## config.mk

```make
export PLATFORM = sky130hd
export DESIGN_NAME = bcd_seq_converter
export DESIGN_NICKNAME = d
export VERILOG_FILES = /design/src/rtl/bcd_pkg.sv /design/src/rtl/bcd_add3.sv /design/src/rtl/bcd_seq_converter.sv
export SDC_FILE = /design/constraint.sdc
export NUM_CORES = 1
export LEC_CHECK = 0
export CORE_MARGIN = 2
export CORE_UTILIZATION = 32
export CTS_BUF_LIST = sky130_fd_sc_hd__clkbuf_8
export CTS_CLUSTER_DIAMETER = 30
export DETAILED_ROUTE_END_ITERATION = 8
export PLACE_DENSITY = 0.54
export SKIP_CTS_REPAIR_TIMING = 1
export SLEW_MARGIN = 20
export SYNTH_ARGS = -nofsm -noshare
export SYNTH_HDL_FRONTEND = slang
export SYNTH_HIERARCHICAL = 1
export SYNTH_SLANG_ARGS = --single-unit
```

## constraint.sdc

```tcl
create_clock -name clk_100MHz -period 4 [get_ports clk_100MHz]
set_input_delay 0.4 -clock clk_100MHz [delete_from_list [all_inputs] [get_ports clk_100MHz]]
set_output_delay 0.4 -clock clk_100MHz [all_outputs]
set_load 0.005 [all_outputs]
```

## src/rtl/bcd_pkg.sv

```systemverilog
// rtl/bcd_pkg.sv - shared constants, FSM state type and width helper for the BCD converter
package bcd_pkg;

  localparam int DIGIT_W    = 4;
  localparam int NUM_DIGITS = 3;
  localparam logic [DIGIT_W-1:0] ADD3_THRESH = 4'd5;
  localparam int MAX_DEC    = 999;

  typedef enum logic [1:0] {
    IDLE,
    SHIFT,
    DONE
  } state_t;

  // Bits needed to hold values 0..value-1.
  function automatic int clog2(input int value);
    int r;
    r = 0;
    while ((1 << r) < value) r++;
    return r;
  endfunction

endpackage

```

## src/rtl/bcd_add3.sv

```systemverilog
// rtl/bcd_add3.sv - double-dabble correction cell: add 3 to a BCD nibble that is 5 or more
module bcd_add3
  import bcd_pkg::*;
(
  input  logic [DIGIT_W-1:0] digit,
  output logic [DIGIT_W-1:0] adjusted
);

  assign adjusted = (digit >= ADD3_THRESH) ? digit + DIGIT_W'(3) : digit;

endmodule

```

## src/rtl/bcd_seq_converter.sv

```systemverilog
// rtl/bcd_seq_converter.sv - signed binary to 3-digit BCD, one double-dabble bit per clock
// Optional CLAMP_999_EN: magnitudes above 999 display as 999 with ovf set.
module bcd_seq_converter
  import bcd_pkg::*;
#(
  parameter int DATA_W = 9
) (
  input  logic              clk_100MHz,
  input  logic              reset,
  input  logic              start,
  input  logic [DATA_W-1:0] din,
  output logic              busy,
  output logic              valid,
  output logic [3:0]        ones,
  output logic [3:0]        tens,
  output logic [3:0]        hundreds,
  output logic              sign,
  output logic              ovf
);

  localparam int CNT_W = clog2(DATA_W + 1);
  localparam int BCD_W = DIGIT_W * NUM_DIGITS;

  state_t            state;
  state_t            state_next;
  logic [CNT_W-1:0]  cnt;
  logic [BCD_W-1:0]  bcd;
  logic [BCD_W-1:0]  bcd_adj;
  logic [DATA_W-1:0] mag;
  logic [DATA_W-1:0] mag_in;
  logic              sign_q;
`ifdef CLAMP_999_EN
  logic              ovf_pend;
  logic              ovf_q;
`endif

  // Unsigned magnitude; the most negative input maps to 2^(DATA_W-1).
  assign mag_in = din[DATA_W-1] ? (~din + DATA_W'(1)) : din;

  for (genvar g = 0; g < NUM_DIGITS; g++) begin : g_add3
    bcd_add3 u_add3 (
      .digit    (bcd[g*DIGIT_W +: DIGIT_W]),
      .adjusted (bcd_adj[g*DIGIT_W +: DIGIT_W])
    );
  end

  always_ff @(posedge clk_100MHz or posedge reset) begin
    if (reset) state <= IDLE;
    else       state <= state_next;
  end

  always_comb begin
    state_next = state;
    case (state)
      IDLE:    if (start) state_next = SHIFT;
      SHIFT:   if (cnt == CNT_W'(1)) state_next = DONE;
      DONE:    state_next = IDLE;
      default: state_next = IDLE;
    endcase
  end

  assign busy = (state != IDLE);

  always_ff @(posedge clk_100MHz or posedge reset) begin
    if (reset) begin
      cnt      <= '0;
      bcd      <= '0;
      mag      <= '0;
      sign_q   <= 1'b0;
      valid    <= 1'b0;
      ones     <= '0;
      tens     <= '0;
      hundreds <= '0;
      sign     <= 1'b0;
`ifdef CLAMP_999_EN
      ovf_pend <= 1'b0;
      ovf_q    <= 1'b0;
`endif
    end else begin
      valid <= 1'b0;
      case (state)
        IDLE: begin
          if (start) begin
            sign_q <= din[DATA_W-1];
            mag    <= mag_in;
            bcd    <= '0;
            cnt    <= CNT_W'(DATA_W);
`ifdef CLAMP_999_EN
            ovf_pend <= (int'(mag_in) > MAX_DEC);
`endif
          end
        end
        SHIFT: begin
          // Carry out of the hundreds nibble is dropped, so digits wrap mod 1000.
          bcd <= {bcd_adj[BCD_W-2:0], mag[DATA_W-1]};
          mag <= {mag[DATA_W-2:0], 1'b0};
          cnt <= cnt - CNT_W'(1);
        end
        DONE: begin
          valid <= 1'b1;
          sign  <= sign_q;
`ifdef CLAMP_999_EN
          ovf_q <= ovf_pend;
          if (ovf_pend) begin
            ones     <= 4'd9;
            tens     <= 4'd9;
            hundreds <= 4'd9;
          end else begin
            ones     <= bcd[3:0];
            tens     <= bcd[7:4];
            hundreds <= bcd[11:8];
          end
`else
          ones     <= bcd[3:0];
          tens     <= bcd[7:4];
          hundreds <= bcd[11:8];
`endif
        end
        default: ;
      endcase
    end
  end

`ifdef CLAMP_999_EN
  assign ovf = ovf_q;
`else
  assign ovf = 1'b0;
`endif

endmodule
```

==> impl_summary.txt <==
----------------------------------------------------
[Run status]
  Run status ... finished with violations
  Violated checks ... DRC

[GRT]
  Pin count of the biggest net entering global routing ... 24
  Antenna violations before repair ... 0
  Global routing usage summed across all routing layers ... 0.115
  Via count of the first global-routing pass ... 1425
  Remaining global-route overflow ... 0
  Global-route wire length before repair ... 6.69 mm

[Critical path]
  Critical path capture point type ... output port
  Worst Path Arrival ... 1.46 ns
  Startpoint types ... flop
  Data required time of the critical path ... 3.60 ns
  CP max FO ... 9
  CP Class ... flop to output port

[Placed design]
  Placed wire-length estimate ... 2.77 mm
  Weighted congestion at the end of routability-driven global placement ... just under 0.7
  Post-Place Worst Slack ... 1.96 ns
  # placed instances ... about 320
  Count of port buffers added during placement ... 26

[Cells and area]
  Syn-to-layout area delta ... 19.8%
  Combined flip-flop and latch cell area ... 1050 µm²
  Number of fill cells in the layout ... 638
  Count of nets after finishing ... 266
  Count of non-filler cells in the finished layout ... 323
  Core occupancy in the finished layout ... 0.399
  Area used by multi-input combinational logic ... between 900 and 1000 µm²
  Share of final-layout standard cells stronger than drive strength 1 ... 0.122
  Number of inserted diodes ... 0

[Synthesis]
  Post-synthesis average cell area ... 9.76 µm²
  Mapped Area ... 2140 µm²
  Warnings from Yosys ... 6
  Net Count, Synth ... 240
  Synthesized instance count ... 219

[Floorplan]
  Initial core utilization ... 0.333
  Top-Level Pins ... 28
  Row count ... 29
  Standard cell core area ... approximately 6400 µm²
  Area of the die ... 7350 µm²
  Chip width ... 85.7 µm
  Die H ... 85.7 µm

[Clock network]
  Worst-skew pair later-pin latency ... 0.29 ns
  Number of buffers added by the clock tree synthesis step ... 5
  CTS clk-pin slew, worst paths ... 0.08 ns
  Clock buffer depth ... 2
  TritonCTS clock tree ... done
  Number of clock sinks seen by CTS ... between 40 and 50
  Root Buffer ... clkbuf_8
  Number of H-tree levels ... 2

[STA]
  Minimum clock period ... roughly 1.9 ns
  Maximum achievable frequency ... approximately 0.54 GHz
  Final Skew ... 0.00517 ns
  Unrepaired setup endpoints after global routing ... false
  Relative slew slack ... 0.447
  Setup violators final ... 0
  Count of pins over their slew limit ... 0
  Final WS setup ... 2.14 ns
  Total count of hold-check failures in the final report ... 0
  Slew @ Worst Pin ... 0.826 ns
  Final setup TNS ... 0 ns
  Share of the cycle needed by the critical path after routing ... 0.465

[Power and ir drop]
  Leakage dissipation ... 1.19 nW
  Power density of the placed cells ... just under 700 nW/µm²
  Worst supply voltage drop on vdd ... about 180 µV
  Post-layout total power ... approximately 1.7 mW

[Routing]
  Routed Antenna Nets ... 0
  Drt via density ... approximately 4.7
  Total detailed-routing wirelength ... 3.92 mm
  Wire per inst ... 12.1 µm
  DRC violation count after routing ... 2
  Iteration-0 DRC Markers ... 65
  First-pass iteration count of the detailed router ... 8
  Number of vias after detailed routing ... between 1500 and 2000

[Worst hold path]
  Tightest Hold Check Type ... flop to flop

[Flow run]
  Total of max-cap violations ... 0

----------------------------------------------------
[power breakdown]
part           switching (mW)  internal [mW]
combinational           0.347          0.353
sequential              0.143          0.594
clock                   0.146          0.139
[worst max-delay path: stages, from the launching register on]
cell and delay (ns):
dfrtp_1 0.47, nor2_1 0.20, inv_1 0.06, clkdlybuf4s50_1 0.44
[area by class of cell]
cell class                 count  area share
inverter                      13      0.0191
sequential                    42       0.410
multi-input combinational    154       0.385
clock inverter                 2     0.00489
clock buffer                   6      0.0322
tap                           77      0.0376
timing repair buffer          29       0.110
[state kept, by name, summed over array words and instances, names as in the netlist]
register	count
bcd	12
mag	9
state	2
cnt	4
sign	1
tens	4
ones	4
hundreds	4
sign_q	1
valid	1
[final timing paths]
| check | start | endpoint | slack [ns] | cells past startpoint |
|---|---|---|---|---|
| hold / removal | ones[2] | ones[2] | 0.51 | 1 |
| setup reg to reg | state[0] | cnt[2] | 2.29 | 4 |
| hold reg to reg | ones[2] | ones[2] | 0.51 | 1 |
| max in group asynchronous | reset | bcd[3] | 2.75 | 3 |
| min in group asynchronous | reset | bcd[2] | 0.57 | 2 |
| setup / recovery | state[0] | busy | 2.14 | 3 |
[per-layer routing]
layer | vias up | track usage | part of all wire
met5 | - | 0 | 0
met4 | 0 | 0.0433 | 0.016
met3 | 6 | 0.0269 | 0.035
met2 | 25 | 0.190 | 0.46
met1 | 716 | 0.148 | 0.49
li1 | 782 | - | -
[layout by cell type (no fill, tap or decap), drive strengths merged, types with 2 or more instances in the layout]
cell type	instances
nand2	43
dfrtp	42
clkdlybuf4s50	26
o21ai	17
nand3	15
mux2	14
inv	13
ha	9
nor2	8
xnor2	8
a22oi	7
nand2b	6
clkbuf	6
mux2i	4
a21oi	4
a21boi	3
buf	3
nor2b	3
nor4	2
a31oi	2
xor2	2
[stage by stage]
step | area, µm² | hold slack (ns)
floorplan | 2140 | 0.440
global placement | 2470 | 0.474
detailed placement | 2470 | 0.473
CTS | 2560 | 0.511
global route | 2560 | 0.523
finish | 2560 | 0.509
No activity file was read; power rests on OpenSTA's default activity.
